--- src/rtl/dm_responder.sv ---
// Data-memory responder: turns single-cycle core load/store requests into a
// multi-cycle SRAM access, stalling the core until the access completes.
module dm_responder #(
    parameter int unsigned WAIT_CYCLES = 2,
    parameter int unsigned ADDR_WIDTH  = 14
) (
    input  logic                  clk,
    input  logic                  rst,
    input  logic                  DM_WEB,
    input  logic                  DM_write,
    input  logic [3:0]            DM_BWEB,
    input  logic [31:0]           DM_addr,
    input  logic [31:0]           DM_DI,
    output logic [31:0]           DM_DO,
    output logic                  DM_stall,
    output logic                  dm_err,
    output logic                  sram_CEB,
    output logic                  sram_WEB,
    output logic [3:0]            sram_BWEB,
    output logic [ADDR_WIDTH-1:0] sram_A,
    output logic [31:0]           sram_DI,
    input  logic [31:0]           sram_DO
);

    localparam logic [3:0] WaitCnt = 4'(WAIT_CYCLES);

    typedef enum logic [1:0] {StIdle, StAccess, StDone} state_e;

    state_e                state_q, state_d;
    logic [3:0]            cnt_q, cnt_d;
    logic [31:0]           do_q, do_d;
    logic                  err_q, err_d;
    logic [ADDR_WIDTH-1:0] cmd_addr_q, cmd_addr_d;
    logic [3:0]            cmd_bweb_q, cmd_bweb_d;
    logic [31:0]           cmd_di_q, cmd_di_d;
    logic                  cmd_write_q, cmd_write_d;

    logic req;
    logic in_range;
    logic in_access;

    assign req       = DM_WEB | DM_write;
    assign in_range  = (DM_addr >> (ADDR_WIDTH + 2)) == 32'd0;
    assign in_access = (state_q == StAccess);

    always_comb begin
        state_d     = state_q;
        cnt_d       = cnt_q;
        do_d        = do_q;
        err_d       = 1'b0;
        cmd_addr_d  = cmd_addr_q;
        cmd_bweb_d  = cmd_bweb_q;
        cmd_di_d    = cmd_di_q;
        cmd_write_d = cmd_write_q;
        unique case (state_q)
            StIdle: begin
                if (req) begin
                    if (in_range) begin
                        cmd_addr_d  = DM_addr[ADDR_WIDTH+1:2];
                        cmd_bweb_d  = DM_BWEB;
                        cmd_di_d    = DM_DI;
                        cmd_write_d = DM_write;  // write wins over a simultaneous read
                        cnt_d       = WaitCnt;
                        state_d     = StAccess;
                    end else begin
                        // Out-of-range: skip the SRAM, report an error in DONE
                        err_d   = 1'b1;
                        state_d = StDone;
                        if (!DM_write) begin
                            do_d = 32'd0;
                        end
                    end
                end
            end
            StAccess: begin
                cnt_d = cnt_q - 4'd1;
                if (cnt_q == 4'd1) begin
                    if (!cmd_write_q) begin
                        do_d = sram_DO;
                    end
                    state_d = StDone;
                end
            end
            StDone: begin
                state_d = StIdle;
            end
            default: begin
                state_d = StIdle;
            end
        endcase
    end

    always_ff @(posedge clk or negedge rst) begin
        if (!rst) begin
            state_q     <= StIdle;
            cnt_q       <= 4'd0;
            do_q        <= 32'd0;
            err_q       <= 1'b0;
            cmd_addr_q  <= '0;
            cmd_bweb_q  <= 4'hF;
            cmd_di_q    <= 32'd0;
            cmd_write_q <= 1'b0;
        end else begin
            state_q     <= state_d;
            cnt_q       <= cnt_d;
            do_q        <= do_d;
            err_q       <= err_d;
            cmd_addr_q  <= cmd_addr_d;
            cmd_bweb_q  <= cmd_bweb_d;
            cmd_di_q    <= cmd_di_d;
            cmd_write_q <= cmd_write_d;
        end
    end

    // Stall is gated by reset so a held request cannot stall the core while in reset
    assign DM_stall  = rst & ((state_q == StIdle && req) || in_access);
    assign sram_CEB  = ~in_access;
    assign sram_WEB  = ~(in_access && cmd_write_q && (cnt_q == WaitCnt));
    assign sram_BWEB = in_access ? cmd_bweb_q : 4'hF;
    assign sram_A    = cmd_addr_q;
    assign sram_DI   = cmd_di_q;
    assign DM_DO     = do_q;
    assign dm_err    = err_q;

endmodule
--- config.mk ---
export PLATFORM = sky130hd
export DESIGN_NAME = dm_responder
export DESIGN_NICKNAME = d
export VERILOG_FILES = /design/src/rtl/dm_responder.sv
export SDC_FILE = /design/constraint.sdc
export NUM_CORES = 1
export LEC_CHECK = 0
export ABC_AREA = 1
export BUFFER_PORTS_ARGS = -buffer_cell sky130_fd_sc_hd__clkbuf_2
export CORE_UTILIZATION = 30
export CTS_BUF_LIST = sky130_fd_sc_hd__clkbuf_8
export DETAILED_ROUTE_END_ITERATION = 10
export PLACE_DENSITY = 0.65
export SETUP_SLACK_MARGIN = 0.15
export SYNTH_ARGS = -nofsm -noshare
export SYNTH_HDL_FRONTEND = slang
export SYNTH_SLANG_ARGS = --single-unit
--- constraint.sdc ---
create_clock -name clk -period 1.9 [get_ports clk]
set_clock_uncertainty 0.1 [all_clocks]
set_input_delay 0.38 -clock clk [delete_from_list [all_inputs] [get_ports clk]]
set_output_delay 0.38 -clock clk [all_outputs]
set_load 0.1 [all_outputs]
======== After elaboration in Yosys (flattened, before gate mapping) ========
Index checks and enable logic that the tools add are counted.
word-level totals
  bits in read-only memories .............. 0
  memories ................................ 0
  RAM bits ................................ 0
  word-level logic and storage cells ...... 50
  output and inout port bits .............. 86
  latch bits .............................. 0
  bits in registers ....................... 90
operators by class
  shifts and indexed selects .............. 0
  divide/modulo/power cells ............... 0
  multiplexer cells ....................... 17
  $lt $le $gt $ge ......................... 0
  eq/ne operators ......................... 9
  $add $sub $neg .......................... 1
  reduce and logical (&&, ||, !) cells .... 11
  bitwise operators ....................... 4
  multiply operators ...................... 0
operator list
  cell                                                    number
  2-to-1 mux 32 bit                                       5
  case mux 32 bit (2 select lines)                        1
  logical NOT 32 bit                                      1
  2-to-1 mux 4 bit                                        3
  inequality test 2 bit (second input constant)           5
  case mux 4 bit (2 select lines)                         1
  2-to-1 mux 2 bit                                        3
  AND reduction 3 bit                                     2
  AND reduction 6 bit                                     1
  == test 4 x 1 -> 1 bit (second input constant)          1
  == test 4 x 2 -> 1 bit (second input constant)          1
  case mux 2 bit (2 select lines)                         1
  subtractor 4 x 1 -> 4 bit (second input constant)       1
  logical AND 1 bit                                       3
  2-to-1 mux 1 bit                                        3
  == test 2 x 1 -> 1 bit (second input constant)          1
  logical NOT 2 bit                                       1
  inequality test 2 x 1 -> 1 bit (second input constant)  1
  NOT 1 bit                                               2
  AND reduction 2 bit                                     1
  nonzero test 2 bit                                      1
  AND 1 bit                                               1
  logical OR 1 bit                                        1
  OR 1 bit                                                1

======== Longest topological paths before layout ========
Gate-level depths: netlist of the first run.
  depth after elaboration ................. 4
  mapped depth ............................ 10
  mapped depth without buffers ............ 9

======== Worst setup path before layout of the first run ========
OpenSTA, ideal clock, no wires.
  kind .................................... register -> output
  start ................................... register state_q[0]
  end ..................................... output sram_BWEB[0]
  arrival time ............................ 1.873 ns
  data required time ...................... 1.420 ns
  setup slack ............................. -0.453 ns
  path buffers ............................ 1
  stages on the path, launching flop included .. 6
  cells stage by stage .................... dfrtp_1 -> inv_2 -> nor2_2 -> buf_2 -> inv_1 -> or2_2
on the way
  word-level cells in the longest chain between the ends .. 2
ends and longest elaborated chain
  item                    line  text
  from (decl)             29    state_e state_q, state_d;
  from (signal assigned)  95    state_q <= StIdle;
  from (signal assigned)  104   state_q <= state_d;
  == test 2 x 1 -> 1 bit  44    assign in_access = (state_q == StAccess);
  2-to-1 mux 4 bit        119   assign sram_BWEB = in_access ? cmd_bweb_q : 4'hF;
  to (decl)               19    output logic [3:0] sram_BWEB,
Every way passes these cells.

======== Worst setup path in the final report of the first run ========
  start ................................... register state_q[1]
  end ..................................... output sram_WEB
on the way
  word-level cells in the longest chain between the ends .. 4
ends and longest elaborated chain
  item                             line  text
  == test 2 x 1 -> 1 bit           44
  logical AND 1 bit (2 in series)  118   assign sram_WEB = ~(in_access && cmd_write_q && (cnt_q == WaitCnt));
  NOT 1 bit                        118
  to (decl)                        18    output logic sram_WEB,
Every way passes these cells.

==> impl_metrics.toml, run 1 <==
[cells_and_area]
antennaDiodeCount = 0
final_nets = 800
syn2layout_area_growth_pct = 56.6
postLayoutCoreUtil_pct = 48.8
final_cells = 870
drive_gt1_share_pct = 41.0

[timing]
timing.final.crit_share_pct = 110
clock.fmax_mhz = 480
setup_viol = 7
maxSlewHeadroom_pct = 63.2
rsz0062_at_grt = "true"
drv_slew = 0
period_needed_ns = 2.08
finalWorstSetupSlack_ns = -0.183
worstMarginPinSlew_ns = 0.555
final-hold-violation-count = 0

[route]
wire_per_inst_um = 15.9
initialDrtViolationCount = 267
dr.pass1.iters = 4
drc_errors = 0
via_per_inst = 4.65
via_count = 4042
drtAntennaViolNets = 0
wirelength_mm = 13.9

[floorplan]
core-area_um2 = 12800
fp.dieW_um = 117
dieArea_um2 = 13700
ios = 190
die_y_um = 117
initial_core_util_pct = 31.2
fp-row-count = 41

[global_route]
grt-ovfl-total = 0
grt_pass1_vias = 3507
grt.total_usage_pct = 16.1
grt_pass1_wl_mm = 16.9
grt_antenna_before_repair = 0
grt_max_degree = 91

[setup_path]
path_buf_inv = 3
ff2ff_path_depth = 9
required_ns = 1.42
slowest_delay_ns = 0.44
startpoint_type = "flip-flop"
crit_family = "buffers and inverters"
path_max_fanout = 3
crit_cells = 5
end_kind = "primary output"
crit_path_top_delay_cell = "dfrtp_2"
critPathKind = "reg -> out"
crit_chain = "nor2_4 > buf_4 > buf_6 > nand4_1 > buf_12"
worst_ep_arrival_time_ns = 1.60

[power_and_ir_drop]
powerDensity_nw_per_um2 = 719
p_switching_mw = 1.34
power_frac_clock_pct = 31.4
p_comb_share_pct = 24.5
pwr-share-seq_pct = 44.1
leakagePower_nw = 3.53
totalPowerFinal_mw = 4.48
peakVddDrop_mv = 0.472
intPower_mw = 3.14
p_sw_share_pct = 29.9

[clock_tree]
cts_tree = "yes"
cts.sinks = 90
cts_root_buffer = "clkbuf_8"
cts_made_buffers = 9
clockBufferDepth = 2
clkTransAtPathRegs_ns = 0.10
insertion_delay_ns = 0.36
htreeDepth = 3

[yosys]
seq_area_frac_synth_pct = 56.7
netlist_top_cells_count = "224 x nand2_1, 86 x dfrtp_1, 54 x nand3_1"
syn_avg_cell_area_um2 = 8.49
netlist_top_cells_area = "dfrtp_1 54%, nand2_1 21%, nand3_1 6.8%"
synth_flop_cell = "dfrtp_1"
syn_inst = 469
synth_async_sr_flop_share_pct = 100
ys_ff_latch = 90
synth.distinct_cells = 19
synth_top_area_cell = "dfrtp_1"
syn_nets = 576
netlist_area_um2 = 3980
synth_edf_count = 0
synth.most_common_cell = "nand2_1"
ys.warnings.count = 0
synth.top_cell.area_share_pct = 54.0

[place]
port_buffers = 187
dp_cells = 810
hpwl_mm = 7.24
place_congestion = 0.770

[worst_hold_path]
hold_depth = 3
hold_class = "in -> reg"

[job]
maxCapViolCount = 0

[run_status]
outcome = "finished with violations"
violations = "setup timing"
## timing repair
| action | in CTS | in global routing |
|---|---|---|
| hold endpoints to repair | 86 | 0 |
| endpoints found under the setup margin | 22 | 92 |
| cloned | 2 | 18 |
| setup buffers | 9 | 14 |
| pin swaps | 7 | 20 |
| hold buffers | 1 | 0 |
| gates resized for setup | 9 | 27 |
## layer usage
layer / global-route usage, % / routed length, µm
met1: 18.2 / 5680
met4: 4.81 / 94
met2: 29.2 / 7150
met3: 4.58 / 944
met5: 0 / 0
## kinds of logic (layout without fill, tap and decap cells)
group | after synthesis | count (layout) | share of synthesized area [%]
fa+ha+maj | 3 | 3 | 0.942
buf+inv | 34 | 263 | 4.05
compound gates | 4 | 4 | 0.503
simple gates | 338 | 338 | 37.8
flops | 90 | 90 | 56.7
## cell type report
cell class / count / area, µm²
Clock buffer: 11 / 151
Clock inverter: 5 / 62.6
Fill cell: 1177 / 6530
Inverter: 6 / 26.3
Multi-Input combinational cell: 345 / 1650
Sequential cell: 90 / 2260
Tap cell: 172 / 215
Timing Repair Buffer: 241 / 1880
## state kept, by name, summed over array words and instances (netlist names)
signal and flops:
cmd_bweb_q 4, state_q 2, DM_DO 32, cmd_write_q 1
sram_A 14, cnt_q 4, sram_DI 32, dm_err 1
## power groups by stage
stage,clock (mW),combinational [mW],sequential (mW)
floorplan,0,0.329,2.08
global placement,0,0.667,2.01
detailed placement,0,0.679,2.02
CTS,1.45,0.845,1.97
global route,1.53,1.17,1.98
finish,1.41,1.10,1.98
## worst min-delay path: stages
cell and delay [ns]:
clkbuf_2 0.08, nand3_1 0.07, nand2_1 0.05
## path summary, 6_finish.rpt
check / startpoint / end / slack, ns
worst max-delay path: state_q[1] / sram_WEB / -0.18
worst min-delay path: DM_BWEB[3] / cmd_bweb_q[3] / 0.10
min in group asynchronous: rst / DM_DO[16] / 0.58
max in group asynchronous: rst / state_q[1] / 0.75
worst min register to register: cmd_bweb_q[0] / cmd_bweb_q[0] / 0.38
worst max register to register: state_q[1] / sram_A[1] / 0.10
## layout by cell type (no fill, tap or decap), types with 4 or more instances in the layout
cell / instances
buf_6: 13
nand2_1: 219
nand3_1: 53
clkbuf_8: 11
dfrtp_1: 85
nor2_4: 4
nand3b_1: 33
inv_2: 4
buf_4: 16
or2_4: 4
buf_12: 17
clkbuf_2: 177
nor2_1: 12
clkbuf_16: 11
dfstp_2: 4
## through the flow
step	setup TNS [ns]	setup WS, ns	hold slack (ns)	cell area, µm²
2_1_floorplan	-1.20	-0.254	-0.0156	4010
3_3_place_gp	0	0.150	0.354	5270
3_5_place_dp	0	0.117	0.358	5270
4_1_cts	-0.770	-0.154	0.0838	5660
5_1_grt	-1.43	-0.237	0.101	6240
6_report	-0.973	-0.183	0.103	6240
(Power assumes the default switching activity.)
==> run 2, diff against run 1 <==
--- a/config.mk
+++ b/config.mk
@@ -12,2 +12,3 @@
 export DETAILED_ROUTE_END_ITERATION = 10
+export GPL_TIMING_DRIVEN = 0
 export PLACE_DENSITY = 0.65
==> constraint.sdc (replaced) <==
create_clock -name clk -period 1.9 [get_ports clk]
set_clock_uncertainty 0.1 [all_clocks]
set_input_delay 0.19 -clock clk [delete_from_list [all_inputs] [get_ports clk]]
set_output_delay 0.19 -clock clk [all_outputs]
set_load 0.1 [all_outputs]
==> run 2 against run 1 <==
Against the previous run: the run ends with hold timing, setup timing left; via count increased by 5.6%; fmax increased by 6.4%; first-iteration DRC count decreased by 32%; global-route usage increased by 2.1 points; routed wire length decreased by 6.0%; utilization increased by 3.2 points; final cell count increased by 7.0%; non-clock buffer count increased by 61; cell area increased by 6.6%; worst setup slack improved by 0.12 ns; flip-flop and latch count unchanged.
==> impl_metrics.toml, run 2 (synthesized netlist as in run 1, its figures left out) <==
[floorplan]
ios = 190
initial_core_util_pct = 31.2
dieArea_um2 = 13700
die_y_um = 117
core-area_um2 = 12800
fp-row-count = 41
fp.dieW_um = 117

[worst_hold_path]
hold_class = "in -> async"

[clock_tree]
cts.sinks = 90
cts_made_buffers = 9
ctsHoldBuffers = 62
clkTransAtPathRegs_ns = 0.09
cts_tree = "yes"
cts_root_buffer = "clkbuf_8"
insertion_delay_ns = 0.36
htreeDepth = 3
clockBufferDepth = 2

[route]
drc_errors = 0
wirelength_mm = 13.0
dr.pass1.iters = 5
via_per_inst = 4.58
wire_per_inst_um = 14.0
routed-wl-met2_mm = 6.61
initialDrtViolationCount = 182
top_layer = "met4"
via_count = 4268
wl_met3_um = 913
wl_met1_mm = 5.36
drtAntennaViolNets = 0

[timing]
maxSlewHeadroom_pct = 58.7
timing.final.crit_share_pct = 103
clock.fmax_mhz = 511
final-hold-violation-count = 52
drv_slew = 0
setup_viol = 4
period_needed_ns = 1.96
setup-tns-final_ns = -0.221
finalWorstSetupSlack_ns = -0.0580
rsz0062_at_grt = "true"
worstMarginPinSlew_ns = 0.620
hold_ws_ns = -0.103

[setup_path]
end_kind = "primary output"
required_ns = 1.61
worst_ep_arrival_time_ns = 1.67
path_max_fanout = 6
slowest_delay_ns = 0.39
critPathKind = "reg -> out"
crit_path_top_delay_cell = "dfrtp_1"
startpoint_type = "flip-flop"
crit_chain = "inv_2 > nor2_4 > buf_6 > clkinvlp_4 > or2_4 > clkbuf_16"

[place]
post-place-ws_ns = -0.0758
place_congestion = 0.779
hpwl_mm = 8.41
port_buffers = 187
place_area_um2 = 5190

[global_route]
grt.total_usage_pct = 18.1
grt_max_degree = 58
grt_pass1_wl_mm = 18.9
grt-ovfl-total = 0
grt_antenna_before_repair = 0
grt_pass1_vias = 3986

[cells_and_area]
drive_gt1_share_pct = 39.7
final_common_cell = "nand2_1"
postLayoutCellArea_um2 = 6650
syn2layout_area_growth_pct = 66.9
final_nets = 861
postLayoutCoreUtil_pct = 52.1
final_cell_mix = "213 x nand2_1, 179 x clkbuf_2, 85 x dfrtp_1"
antennaDiodeCount = 0

[run_status]
violations = "hold timing, setup timing"
outcome = "finished with violations"

[power_and_ir_drop]
peakVddDrop_mv = 0.425
leakagePower_nw = 3.67
powerDensity_nw_per_um2 = 690

[job]
maxCapViolCount = 0
-- run 2: cell count changes in the layout (fill, tap and decap cells not counted), sizes merged --
cell         previous run  this run
dlygate4sd3             1        58
clkbuf                199       202
buf                    51        53
bufinv                  1         3
clkinvlp                3         1
bufbuf                  1         0
-- run 2: worst paths after layout --
check                         startpoint  cells after the start  slack [ns]       endpoint
max                           state_q[0]                      6       -0.06   sram_BWEB[1]
min                                  rst                      4       -0.10      DM_DO[21]
max reg2reg                   state_q[0]                      9        0.18     sram_A[13]
min reg2reg                cmd_bweb_q[0]                      2        0.37  cmd_bweb_q[0]
max in group asynchronous            rst                      6        0.94     sram_A[11]
min in group clk              sram_DO[0]                      4        0.03       DM_DO[0]
-- run 2: what timing repair did --
item / 4_1_cts / 5_1_grt
endpoints found under the hold margin: 143 / 52
gates cloned: 0 / 4
endpoints found under the setup margin: 69 / 89
setup buffers: 8 / 13
gates resized for setup: 23 / 76
pin swaps: 4 / 16
-- run 2: final cells by class --
class,count,area [µm²]
multi-input combinational,345,1690
sequential,90,2260
inverter,6,26.3
clock inverter,5,100
fill,1153,6120
buffer,28,220
clock buffer,11,151
timing repair buffer,274,1990
tap,172,215
-- run 2: per-layer routing --
| metal | global-route usage (%) | vias to the layer above |
|---|---|---|
| met5 | 0 | - |
| met2 | 32.9 | 182 |
| met1 | 20.7 | 2017 |
| li1 | - | 2056 |
| met4 | 4.47 | 0 |
| met3 | 5.46 | 13 |
-- run 2: critical path, delay by kind of cell, from the launching register on --
kind                   cells  cell delay (ns)
buffers and inverters      4             0.51
flip-flops                 1             0.39
AND/OR/NAND/NOR            2             0.40
-- run 2: where the power goes --
group          total [mW]  switching [mW]  leakage [nW]  internal, mW
sequential           1.98          0.0352          1.24          1.95
combinational       0.979           0.541          2.31         0.437
clock                1.63           0.685         0.129         0.942
-- run 2: metrics by stage --
step	total power, mW	instances
detailed placement	2.66	829
global placement	2.64	828
CTS	4.48	915
floorplan	2.41	469
global route	4.78	931
finish	4.59	931
